===== config.mk =====
export PLATFORM = sky130hd
export DESIGN_NAME = uart_tx_scheduler_flat
export DESIGN_NICKNAME = d
export VERILOG_FILES = /design/src/rtl/uart_tx_scheduler_pkg.sv /design/src/rtl/uart_tx_scheduler_if.sv /design/src/rtl/uart_tx_scheduler_rr_arbiter.sv /design/src/rtl/uart_tx_scheduler.sv /design/src/flat_wrapper.sv
export SDC_FILE = /design/constraint.sdc
export NUM_CORES = 1
export LEC_CHECK = 0
export CORE_MARGIN = 2
export CORE_UTILIZATION = 43
export CTS_BUF_LIST = sky130_fd_sc_hd__clkbuf_16
export CTS_CLUSTER_SIZE = 8
export DETAILED_ROUTE_END_ITERATION = 8
export GPL_TIMING_DRIVEN = 1
export PLACE_DENSITY = 0.8
export RECOVER_POWER = 100
export SLEW_MARGIN = 20
export SYNTH_ARGS = -nofsm -noshare
export SYNTH_HDL_FRONTEND = slang
export SYNTH_SLANG_ARGS = --single-unit

===== constraint.sdc =====
create_clock -name CLK -period 3 [get_ports CLK]
set_clock_uncertainty 0.15 [all_clocks]
set_input_delay 0.3 -clock CLK [delete_from_list [all_inputs] [get_ports CLK]]
set_output_delay 0.3 -clock CLK [all_outputs]
set_load 0.1 [all_outputs]

===== src/rtl/uart_tx_scheduler_pkg.sv =====
// ----------------------------------------------------------------------------
// uart_tx_scheduler_pkg
// Shared definitions for the UART TX scheduler slice:
//   - sched_state_t : scheduler FSM state encodings
//   - clog2_f       : ceiling log2 usable in parameter/localparam expressions
//   - max_f         : integer maximum, used to size the shared counter
// No ports (package).
// ----------------------------------------------------------------------------
package uart_tx_scheduler_pkg;

  typedef enum logic [2:0] {
    ST_IDLE      = 3'd0,
    ST_LAUNCH    = 3'd1,
    ST_WAIT_BUSY = 3'd2,
    ST_WAIT_DONE = 3'd3,
    ST_GAP       = 3'd4
  } sched_state_t;

  // Smallest r with 2**r >= n.
  function automatic int clog2_f(input int n);
    int r;
    r = 0;
    while ((1 << r) < n) r++;
    return r;
  endfunction

  function automatic int max_f(input int a, input int b);
    return (a > b) ? a : b;
  endfunction

endpackage


===== src/rtl/uart_tx_scheduler_if.sv =====
// ----------------------------------------------------------------------------
// uart_tx_scheduler_if
// Bundles the requester-side and transmitter-side signals of the scheduler.
//   Requester side : REQ, REQ_DATA, REQ_PAR_EN, REQ_PAR_TYP (to scheduler),
//                    ACK (from scheduler)
//   Transmitter    : P_DATA, DATA_VALID, PAR_EN, PAR_TYP (from scheduler),
//                    Busy (to scheduler)
//   Status         : CUR_ID, ACTIVE, TIMEOUT_ERR (from scheduler)
// Modports:
//   master : the scheduler itself
//   slave  : the surrounding requesters / transmitter
// ----------------------------------------------------------------------------
interface uart_tx_scheduler_if
  import uart_tx_scheduler_pkg::*;
#(
  parameter int NUM_REQ = 4
);

  localparam int IDX_W = clog2_f(NUM_REQ);

  logic [NUM_REQ-1:0]   REQ;
  logic [8*NUM_REQ-1:0] REQ_DATA;
  logic [NUM_REQ-1:0]   REQ_PAR_EN;
  logic [NUM_REQ-1:0]   REQ_PAR_TYP;
  logic [NUM_REQ-1:0]   ACK;
  logic [7:0]           P_DATA;
  logic                 DATA_VALID;
  logic                 PAR_EN;
  logic                 PAR_TYP;
  logic                 Busy;
  logic [IDX_W-1:0]     CUR_ID;
  logic                 ACTIVE;
  logic                 TIMEOUT_ERR;

  modport master (
    input  REQ, REQ_DATA, REQ_PAR_EN, REQ_PAR_TYP, Busy,
    output ACK, P_DATA, DATA_VALID, PAR_EN, PAR_TYP, CUR_ID, ACTIVE, TIMEOUT_ERR
  );

  modport slave (
    output REQ, REQ_DATA, REQ_PAR_EN, REQ_PAR_TYP, Busy,
    input  ACK, P_DATA, DATA_VALID, PAR_EN, PAR_TYP, CUR_ID, ACTIVE, TIMEOUT_ERR
  );

endinterface


===== src/rtl/uart_tx_scheduler_rr_arbiter.sv =====
// ----------------------------------------------------------------------------
// uart_tx_scheduler_rr_arbiter
// Purely combinational round-robin arbiter.
//   req     [NUM_REQ]  : request vector
//   ptr     [IDX_W]    : index of the last granted requester
//   grant   [NUM_REQ]  : one-hot winner (all zero when no request)
//   idx     [IDX_W]    : encoded winner index
//   any_req            : at least one request is pending
// The search starts at (ptr+1) mod NUM_REQ and wraps, so the last winner
// has the lowest priority.
// ----------------------------------------------------------------------------
module uart_tx_scheduler_rr_arbiter
  import uart_tx_scheduler_pkg::*;
#(
  parameter int NUM_REQ = 4
) (
  input  logic [NUM_REQ-1:0]          req,
  input  logic [clog2_f(NUM_REQ)-1:0] ptr,
  output logic [NUM_REQ-1:0]          grant,
  output logic [clog2_f(NUM_REQ)-1:0] idx,
  output logic                        any_req
);

  localparam int IDX_W = clog2_f(NUM_REQ);

  // Outer loop walks priority order, inner loop keeps every bit select
  // constant after unrolling.
  always_comb begin
    logic found;
    found   = 1'b0;
    grant   = '0;
    idx     = '0;
    any_req = |req;
    for (int k = 1; k <= NUM_REQ; k++) begin
      for (int i = 0; i < NUM_REQ; i++) begin
        if (!found && req[i] && (i == (int'(ptr) + k) % NUM_REQ)) begin
          found    = 1'b1;
          grant[i] = 1'b1;
          idx      = IDX_W'(i);
        end
      end
    end
  end

endmodule


===== src/rtl/uart_tx_scheduler.sv =====
// ----------------------------------------------------------------------------
// uart_tx_scheduler
// Shares one UART transmitter among NUM_REQ byte requesters using
// round-robin arbitration. A winner's byte and parity configuration are
// latched and presented with a single-cycle DATA_VALID; the transmitter's
// Busy flag is then tracked until the frame ends, followed by an enforced
// idle gap. A Busy that never rises is caught by a timeout.
// Ports:
//   CLK  : system clock, rising edge
//   RST  : asynchronous active-high reset
//   bus  : uart_tx_scheduler_if.master (requests/ACK, transmitter bus,
//          CUR_ID / ACTIVE / TIMEOUT_ERR status)
// Parameters:
//   NUM_REQ      : requesters (2..8)
//   GAP_CYCLES   : idle cycles after Busy falls before the next grant (>=0)
//   BUSY_TIMEOUT : max cycles in WAIT_BUSY before giving up (>=2)
// ----------------------------------------------------------------------------
module uart_tx_scheduler
  import uart_tx_scheduler_pkg::*;
#(
  parameter int NUM_REQ      = 4,
  parameter int GAP_CYCLES   = 2,
  parameter int BUSY_TIMEOUT = 16
) (
  input  logic              CLK,
  input  logic              RST,
  uart_tx_scheduler_if.master bus
);

  localparam int IDX_W = clog2_f(NUM_REQ);
  localparam int CNT_W = clog2_f(max_f(GAP_CYCLES, BUSY_TIMEOUT) + 1);

  localparam logic [CNT_W-1:0] CNT_MAX  = CNT_W'(max_f(GAP_CYCLES, BUSY_TIMEOUT));
  localparam logic [CNT_W-1:0] TO_LAST  = CNT_W'(BUSY_TIMEOUT - 1);
  localparam logic [CNT_W-1:0] GAP_LAST = CNT_W'(max_f(GAP_CYCLES, 1) - 1);

  // Saturating increment: the counter never wraps.
  function automatic logic [CNT_W-1:0] sat_inc(input logic [CNT_W-1:0] v);
    return (v == CNT_MAX) ? v : v + CNT_W'(1);
  endfunction

  sched_state_t       state;
  logic [IDX_W-1:0]   ptr_q;
  logic [CNT_W-1:0]   cnt_q;
  logic [NUM_REQ-1:0] ack_q;
  logic [7:0]         p_data_q;
  logic               dv_q;
  logic               par_en_q;
  logic               par_typ_q;
  logic [IDX_W-1:0]   cur_id_q;
  logic               active_q;
  logic               to_err_q;

  logic [NUM_REQ-1:0] win_grant;
  logic [IDX_W-1:0]   win_idx;
  logic               any_req;
  logic [7:0]         win_byte;
  logic               win_par_en;
  logic               win_par_typ;

  uart_tx_scheduler_rr_arbiter #(
    .NUM_REQ (NUM_REQ)
  ) u_arb (
    .req     (bus.REQ),
    .ptr     (ptr_q),
    .grant   (win_grant),
    .idx     (win_idx),
    .any_req (any_req)
  );

  // Select the winner's byte and parity configuration via the one-hot grant.
  always_comb begin
    win_byte    = '0;
    win_par_en  = 1'b0;
    win_par_typ = 1'b0;
    for (int i = 0; i < NUM_REQ; i++) begin
      if (win_grant[i]) begin
        win_byte    = bus.REQ_DATA[8*i +: 8];
        win_par_en  = bus.REQ_PAR_EN[i];
        win_par_typ = bus.REQ_PAR_TYP[i];
      end
    end
  end

  always_ff @(posedge CLK or posedge RST) begin
    if (RST) begin
      state     <= ST_IDLE;
      ptr_q     <= IDX_W'(NUM_REQ - 1);  // requester 0 searched first
      cnt_q     <= '0;
      ack_q     <= '0;
      p_data_q  <= '0;
      dv_q      <= 1'b0;
      par_en_q  <= 1'b0;
      par_typ_q <= 1'b0;
      cur_id_q  <= '0;
      active_q  <= 1'b0;
      to_err_q  <= 1'b0;
    end else begin
      dv_q  <= 1'b0;
      ack_q <= '0;
      case (state)
        ST_IDLE: begin
          // Frame data is captured on the grant edge so it is already
          // stable while DATA_VALID is high.
          if (!bus.Busy && any_req) begin
            state     <= ST_LAUNCH;
            dv_q      <= 1'b1;
            ack_q     <= win_grant;
            p_data_q  <= win_byte;
            par_en_q  <= win_par_en;
            par_typ_q <= win_par_typ;
            cur_id_q  <= win_idx;
            active_q  <= 1'b1;
          end
        end

        ST_LAUNCH: begin
          ptr_q <= cur_id_q;
          cnt_q <= '0;
          state <= ST_WAIT_BUSY;
        end

        ST_WAIT_BUSY: begin
          if (bus.Busy) begin
            state <= ST_WAIT_DONE;
          end else if (cnt_q >= TO_LAST) begin
            to_err_q <= 1'b1;
            cnt_q    <= '0;
            if (GAP_CYCLES == 0) begin
              state    <= ST_IDLE;
              active_q <= 1'b0;
            end else begin
              state <= ST_GAP;
            end
          end else begin
            cnt_q <= sat_inc(cnt_q);
          end
        end

        ST_WAIT_DONE: begin
          if (!bus.Busy) begin
            cnt_q <= '0;
            if (GAP_CYCLES == 0) begin
              state    <= ST_IDLE;
              active_q <= 1'b0;
            end else begin
              state <= ST_GAP;
            end
          end
        end

        ST_GAP: begin
          if (cnt_q >= GAP_LAST) begin
            state    <= ST_IDLE;
            active_q <= 1'b0;
          end else begin
            cnt_q <= sat_inc(cnt_q);
          end
        end

        default: begin
          state    <= ST_IDLE;
          active_q <= 1'b0;
        end
      endcase
    end
  end

  assign bus.ACK         = ack_q;
  assign bus.P_DATA      = p_data_q;
  assign bus.DATA_VALID  = dv_q;
  assign bus.PAR_EN      = par_en_q;
  assign bus.PAR_TYP     = par_typ_q;
  assign bus.CUR_ID      = cur_id_q;
  assign bus.ACTIVE      = active_q;
  assign bus.TIMEOUT_ERR = to_err_q;

endmodule


===== src/flat_wrapper.sv =====
// flat-port wrapper written by rule: the top's interface ports become plain ports
module uart_tx_scheduler_flat import uart_tx_scheduler_pkg::*;
#(
  parameter int NUM_REQ      = 4,
  parameter int GAP_CYCLES   = 2,
  parameter int BUSY_TIMEOUT = 16
)
  (CLK, RST, bus_REQ, bus_REQ_DATA, bus_REQ_PAR_EN, bus_REQ_PAR_TYP, bus_Busy, bus_ACK, bus_P_DATA, bus_DATA_VALID, bus_PAR_EN, bus_PAR_TYP, bus_CUR_ID, bus_ACTIVE, bus_TIMEOUT_ERR);
  uart_tx_scheduler_if #(.NUM_REQ(NUM_REQ)) bus_i ();
  input  logic CLK;
  input  logic RST;
  input wire logic [$bits(bus_i.REQ)-1:0] bus_REQ;
  input wire logic [$bits(bus_i.REQ_DATA)-1:0] bus_REQ_DATA;
  input wire logic [$bits(bus_i.REQ_PAR_EN)-1:0] bus_REQ_PAR_EN;
  input wire logic [$bits(bus_i.REQ_PAR_TYP)-1:0] bus_REQ_PAR_TYP;
  input wire logic [$bits(bus_i.Busy)-1:0] bus_Busy;
  output wire logic [$bits(bus_i.ACK)-1:0] bus_ACK;
  output wire logic [$bits(bus_i.P_DATA)-1:0] bus_P_DATA;
  output wire logic [$bits(bus_i.DATA_VALID)-1:0] bus_DATA_VALID;
  output wire logic [$bits(bus_i.PAR_EN)-1:0] bus_PAR_EN;
  output wire logic [$bits(bus_i.PAR_TYP)-1:0] bus_PAR_TYP;
  output wire logic [$bits(bus_i.CUR_ID)-1:0] bus_CUR_ID;
  output wire logic [$bits(bus_i.ACTIVE)-1:0] bus_ACTIVE;
  output wire logic [$bits(bus_i.TIMEOUT_ERR)-1:0] bus_TIMEOUT_ERR;
  assign bus_i.REQ = bus_REQ;
  assign bus_i.REQ_DATA = bus_REQ_DATA;
  assign bus_i.REQ_PAR_EN = bus_REQ_PAR_EN;
  assign bus_i.REQ_PAR_TYP = bus_REQ_PAR_TYP;
  assign bus_i.Busy = bus_Busy;
  assign bus_ACK = bus_i.ACK;
  assign bus_P_DATA = bus_i.P_DATA;
  assign bus_DATA_VALID = bus_i.DATA_VALID;
  assign bus_PAR_EN = bus_i.PAR_EN;
  assign bus_PAR_TYP = bus_i.PAR_TYP;
  assign bus_CUR_ID = bus_i.CUR_ID;
  assign bus_ACTIVE = bus_i.ACTIVE;
  assign bus_TIMEOUT_ERR = bus_i.TIMEOUT_ERR;
  uart_tx_scheduler #(.NUM_REQ(NUM_REQ), .GAP_CYCLES(GAP_CYCLES), .BUSY_TIMEOUT(BUSY_TIMEOUT)) u_core (.CLK(CLK), .RST(RST), .bus(bus_i));
endmodule

==> flow_summary_export.csv, run 1 <==
group,metric,value,unit
pwr,vdd_ir_drop_max,0.566,mV
die,fp-row-count,22,
min_path,min_path_type,"reg2reg",
routing,drc,0,
setup_path,cp.arrival,2.51,ns
place,dp_hpwl,3240,um
outcome,outcome,"complete, but fails checks",
place,dp_slack,0.674,ns
die,start_util,0.452,
clock_tree,ctsLongestPathBuffers,2,
synthesis,synth_edf_count,0,
synthesis,mappedNetlistNets,217,
sta,period_share,0.843,
sta,min_period,2.53,ns
place,gp_congestion,0.804,
setup_path,crit_fanout,13,
grt,antenna_found_initial,0,
synthesis,synth_warnings,0,
sta,finalSetupViolations,0,
setup_path,cp_slowest_stage_delay,0.64,ns
synthesis,synth_ff_type,"dfrtp_1",
grt,track_usage,0.214,
final_layout,fill_cells,355,
routing,via_per_inst,5.65,
clock_tree,ctsResizeCount,0,
synthesis,synthCells,166,
setup_path,crit_required,2.98,ns
grt,grt_pass1_vias,1491,
pwr,pwr_density_cell,1130,nW/um2
routing,drt_iter0_drc,79,
place,placed_cells,271,
clock_tree,htree_levels,2,
routing,routed_wirelength,4480,um
sta,fmax,0.395,GHz
routing,drt-wirelength-per-cell,16.1,um
die,dieHeight,66.5,um
setup_path,crit_slowest_cell,"dlygate4sd3_1",
sta,hold_viol,0,
synthesis,syn_area,1680,um2
die,die_x,66.5,um
routing,vias,1571,
sta,rsz0062_at_grt,"no",
clock_tree,ctsHoldBuffers,0,
setup_path,end_kind,"flop",
grt,grt_max_degree,30,
outcome,failed_checks,"max-capacitance violations, max-slew violations",
final_layout,drive_above_1_share,0.0870,
synthesis,yosys.area.top_type_share,0.402,
clock_tree,post_cts_buffers,0,
final_layout,num-nets-final,281,
clock_tree,cts_tree,"done",
final_layout,fin_area,2320,um2
synthesis,yosysTopAreaCell,"dfrtp_1",
synthesis,synth_seq_area_share,0.433,
synthesis,synth_area_leaders,"dfrtp_1, a221oi_1, a22oi_1, nor2_1, o31ai_1",
synthesis,async_flop_share,1.00,
sta,fin_setup_tns,0,ns
die,die-area,4420,um2
grt,grt_overflow_total,0,
clock_tree,cts_made_buffers,5,
final_layout,fin_util,0.625,
sta,worst_slack,0.470,ns
final_layout,post_layout_nonfiller_instances,278,
grt,grt_pass1_wl,7040,um
sta,max-slew-margin-rel,-0.0310,
routing,drtPass1Iterations,5,
pwr,p_leak,0.964,nW
setup_path,cp-start-kind,"primary input",
synthesis,avgSynthCellArea,10.1,um2
clock_tree,insertion_delay,0.27,ns
clock_tree,cts_root_buf,"clkbuf_16",
die,ios,66,
sta,tightest_slew,1.55,ns
final_layout,antenna_cells,0,
routing,ant_nets,0,
clock_tree,path_clk_slew,0.05,ns
clock_tree,cts.sinks,29,
setup_path,critPathKind,"in2reg",
die,placeableCoreArea,3720,um2
place,place_area,2300,um2
synthesis,netlist-cell-type-count,53,
job,max_cap_viol_count,1,
sta,final-max-slew-violation-count,30,
final_layout,area_delta_synth_final,38.1,%
setup_path,path_cells,"dlygate4sd3_1, o41ai_1, or2_4, clkinvlp_2, nand2_1, o31ai_1",
place,port_buffers,65,
synthesis,ys_seq_elements,29,
## synthesized netlist by cell type, types with 2 or more instances
cell type  instances
buf_6              2
o31ai_1           10
or2_2              2
inv_1              6
o22a_1             2
ha_1               4
nand2_1            8
o21ai_0            3
nor2_1            20
a21oi_1            6
buf_2              5
dfrtp_1           27
clkbuf_1           3
nor3_1             4
a221oi_1          10
o211a_1            2
dfstp_2            2
nand3_1            3
mux2_2             2
nand2b_1           2
a22oi_1           11
## worst paths after layout
check,slack (ns),cells past startpoint,endpoint,from
setup / recovery,0.47,6,u_core.bus.PAR_TYP$_DFFE_PP0P_,bus_REQ[3]
hold / removal,0.33,1,u_core.bus.TIMEOUT_ERR$_DFFE_PP0P_,u_core.bus.TIMEOUT_ERR$_DFFE_PP0P_
setup reg to reg,0.69,8,u_core.cnt_q[4]$_DFFE_PP0P_,u_core.cnt_q[0]$_DFFE_PP0P_
hold reg to reg,0.33,1,u_core.bus.TIMEOUT_ERR$_DFFE_PP0P_,u_core.bus.TIMEOUT_ERR$_DFFE_PP0P_
max in group asynchronous,0.95,3,u_core.bus.P_DATA[3]$_DFFE_PP0P_,RST
min in group asynchronous,0.85,3,u_core.bus.ACK[0]$_DFF_PP0_,RST
## routing by layer
metal | GRT usage | share of wire
met2 | 0.338 | 0.51
met3 | 0.0422 | 0.041
met4 | 0.0842 | 0.0060
met1 | 0.290 | 0.45
met5 | 0 | 0
## where the power goes
group / switching (mW) / internal [mW] / total, mW
registers: 0.191 / 0.548 / 0.739
logic: 1.04 / 0.393 / 1.44
clock network: 0.153 / 0.295 / 0.447
## kinds of logic (layout without fill, tap and decap cells)
kind of cell	after synthesis	after routing	share of synthesized area
flip-flops	29	29	0.433
adder cells (fa/ha/maj)	4	4	0.0298
XOR/XNOR	1	1	0.00521
AND/OR/NAND/NOR	54	54	0.179
buffers and inverters	18	82	0.0581
AO/OA/AOI/OAI	57	57	0.275
multiplexers	3	3	0.0194
## through the flow
| stage | hold WS [ns] | power [mW] |
|---|---|---|
| 6_report | 0.335 | 2.62 |
| 5_1_grt | 0.356 | 2.78 |
| 4_1_cts | 0.257 | 2.76 |
| 3_5_place_dp | 0.315 | 2.30 |
| 3_3_place_gp | 0.321 | 2.28 |
| 2_1_floorplan | 0.227 | 1.95 |
## flip-flops by register name (all words and copies together) (netlist names)
signal / count
u_core.ptr_q: 2
u_core.cnt_q: 5
u_core.bus.PAR_TYP: 1
u_core.bus.ACK: 4
u_core.bus.ACTIVE: 1
u_core.bus.TIMEOUT_ERR: 1
u_core.bus.CUR_ID: 2
u_core.bus.P_DATA: 8
u_core.bus.PAR_EN: 1
u_core.bus.DATA_VALID: 1
u_core.state: 3
## placed cells by master (no fill, tap or decap), types with 2 or more instances in the layout
cell type,Yosys,routed
dfstp_2,2,2
nor3_1,4,4
or2_2,2,2
dfrtp_1,27,27
nor2_1,20,20
a221oi_1,10,10
dlygate4sd3_1,0,2
nand3_1,3,3
nand2_1,8,9
o41ai_1,1,2
inv_1,6,7
clkbuf_16,0,5
a21oi_1,6,6
o22a_1,2,2
o31ai_1,10,10
buf_4,1,2
o211a_1,2,2
a22oi_1,11,11
ha_1,4,4
o21ai_0,3,3
mux2_2,2,2
nand2b_1,2,2
clkbuf_1,3,20
clkdlybuf4s50_1,0,44
## critical path: cells and delay by family
kind / cells / cell delay [ns]
AO/OA/AOI/OAI: 2 / 0.70
buffers and inverters: 2 / 0.84
AND/OR/NAND/NOR: 2 / 0.67
## layout make-up
class | instances | area, um2 | share of cell area
repair buffers | 68 | 551 | 0.237
inverters | 7 | 27.5 | 0.0119
clock inverters | 2 | 7.51 | 0.00323
flip-flops and latches | 29 | 728 | 0.314
multi-input cells | 119 | 822 | 0.354
well taps | 48 | 60.1 | 0.0259
clock buffers | 5 | 125 | 0.0539
(Power assumes the default switching activity.)
==> inputs of run 2 (changes only) <==
CORE_UTILIZATION = 39   (was 43)
PLACE_DENSITY = 0.77   (was 0.8)
clock period = 2.1 ns   (was 3 ns; I/O delays follow)
==> run 2 against run 1 <==
Global-route usage decreased by 0.55 points. Combinational power increased by 72%. Critical path type is now reg2reg. Power increased by 62%. Wire length increased by 14%. Clock-buffer cell count unchanged. Largest cell class unchanged. Critical endpoint is now u_core.cnt_q[2]$_DFFE_PP0P_. Non-clock buffer count increased by 20. The flow now finishes without violations.
==> flow_summary_export.csv, run 2 (synthesized netlist as in run 1, its figures left out) <==
group,metric,value,unit
die,ios,66,
pwr,p_comb_frac,0.579,
pwr,p_leak,1.17,nW
place,place_area,2500,um2
routing,drt_iter0_drc,69,
routing,vias,1712,
place,gp_congestion,0.816,
clock_tree,cts_tree,"done",
min_path,min_path_type,"in2async",
final_layout,fin_area,2660,um2
sta,min_period,2.06,ns
final_layout,drive_above_1_share,0.283,
pwr,power_frac_seq,0.235,
clock_tree,cts_made_buffers,5,
final_layout,antenna_cells,0,
grt,grt_max_degree,18,
pwr,pwr_density_cell,1600,nW/um2
setup_path,crit_slowest_cell,"dfrtp_2",
setup_path,cp_top_family,"simple AND/OR/NAND/NOR gates",
routing,routed_wirelength,5090,um
clock_tree,path_clk_slew,0.05,ns
sta,tightest_slew,0.817,ns
setup_path,critPathKind,"reg2reg",
pwr,power.internal,2.14,mW
sta,fmax,0.486,GHz
routing,drtPass1Iterations,4,
setup_path,reg2reg_from,"u_core.cnt_q[0]$_DFFE_PP0P_",
die,die_x,69.6,um
final_layout,area_delta_synth_final,58.1,%
die,die-area,4850,um2
clock_tree,ctsLongestPathBuffers,2,
setup_path,crit_buf_inv,0,
sta,max-slew-margin-rel,0.456,
final_layout,final-seq-area,731,um2
grt,grt_pass1_wl,7940,um
grt,track_usage,0.209,
final_layout,fin_util,0.650,
setup_path,crit_fanout,4,
clock_tree,cts.sinks,29,
outcome,outcome,"completed",
pwr,switching_share,0.498,
pwr,vdd_ir_drop_max,1.20,mV
job,max_cap_viol_count,0,
die,dieHeight,69.6,um
clock_tree,cts_root_buf,"clkbuf_16",
pwr,p_switching,2.12,mW
place,port_buffers,65,
setup_path,r2r_end,"u_core.cnt_q[2]$_DFFE_PP0P_",
clock_tree,insertion_delay,0.27,ns
die,start_util,0.411,
setup_path,cp.arrival,2.10,ns
grt,antenna_found_initial,0,
setup_path,crit_top_cell,"ha_4",
sta,period_share,0.980,
grt,grt_pass1_vias,1640,
final_layout,final_cell_mix,"clkdlybuf4s50_1, dfrtp_1, buf_4, nor2_1, clkbuf_2",
routing,via_per_inst,5.69,
final_layout,largest_reg_flops,8,
setup_path,rrSetupSlack,0.04,ns
place,dp_hpwl,3630,um
grt,grt_overflow_total,0,
final_layout,multi_input_area,911,um2
clock_tree,htree_levels,2,
final_layout,num-nets-final,301,
routing,drt-wirelength-per-cell,16.9,um
setup_path,path_cells,"ha_4, and3_4, ha_4, nor4b_4, a22oi_1, or2_4, o21bai_1, o2bb2ai_1",
die,placeableCoreArea,4090,um2
setup_path,end_kind,"flop",
setup_path,cp-start-kind,"flop",
die,fp-row-count,23,
setup_path,reg2reg_depth,8,
routing,ant_nets,0,
final_layout,final_common_cell,"clkdlybuf4s50_1",
setup_path,cp_slowest_stage_delay,0.42,ns
pwr,clkPwrFrac,0.186,
sta,rsz0062_at_grt,"yes",
sta,final-max-slew-violation-count,0,
sta,finalSetupViolations,0,
final_layout,fill_cells,323,
setup_path,crit_required,2.14,ns
routing,drc,0,
sta,hold_viol,0,
-- run 2: worst max-delay path by stage --
stage | startpoint | end | slack, ns | cells after the start
after floorplan | u_core.cnt_q[0]$_DFFE_PP0P_ | u_core.cnt_q[4]$_DFFE_PP0P_ | 0.02 | 8
after global placement | bus_REQ[1] | u_core.bus.P_DATA[1]$_DFFE_PP0P_ | -0.14 | 6
after detailed placement | bus_REQ[3] | u_core.bus.P_DATA[2]$_DFFE_PP0P_ | -0.16 | 6
after CTS | u_core.ptr_q[0]$_DFFE_PP1P_ | u_core.bus.P_DATA[2]$_DFFE_PP0P_ | 0.02 | 6
after global routing | u_core.cnt_q[1]$_DFFE_PP0P_ | u_core.cnt_q[1]$_DFFE_PP0P_ | -0.02 | 8
final | u_core.cnt_q[0]$_DFFE_PP0P_ | u_core.cnt_q[2]$_DFFE_PP0P_ | 0.04 | 8
-- run 2: metal layers --
layer,wire length (um),track usage
met4,111,0.0726
met5,0,0
met2,2630,0.366
met3,209,0.0436
met1,2140,0.254
-- run 2: metrics by stage --
stage	hold WS, ns	TNS, ns	power, mW	std cells	worst slack (ns)
after global placement	0.292	-0.959	3.43	293	-0.140
after CTS	0.154	0	4.30	301	0.0208
after global routing	0.311	-0.0556	4.48	301	-0.0249
final	0.250	0	4.26	301	0.0428
after detailed placement	0.323	-1.32	3.47	293	-0.158
after floorplan	0.137	0	2.80	166	0.0198
-- run 2: cell type report --
| type | count | area share |
|---|---|---|
| clock buffer | 5 | 0.0471 |
| clock inverter | 3 | 0.0141 |
| inverter | 7 | 0.0118 |
| multi-input combinational | 119 | 0.343 |
| sequential | 29 | 0.275 |
| tap | 50 | 0.0236 |
| timing repair buffer | 88 | 0.285 |
-- run 2: timing repair --
item / in CTS / in global routing
cloned: 0 / 0
pin swaps: 0 / 6
resized for setup: 2 / 9
setup buffers: 0 / 0
hold buffers: 0 / 0
setup endpoints to repair: 2 / 14
-- run 2: power groups by stage --
stage	Combinational, mW	Sequential [mW]	Clock (mW)
final	2.47	1.00	0.792
after global placement	2.44	0.985	0
after floorplan	0.960	1.84	0
after CTS	2.51	0.988	0.801
after global routing	2.60	1.04	0.836
after detailed placement	2.48	0.994	0
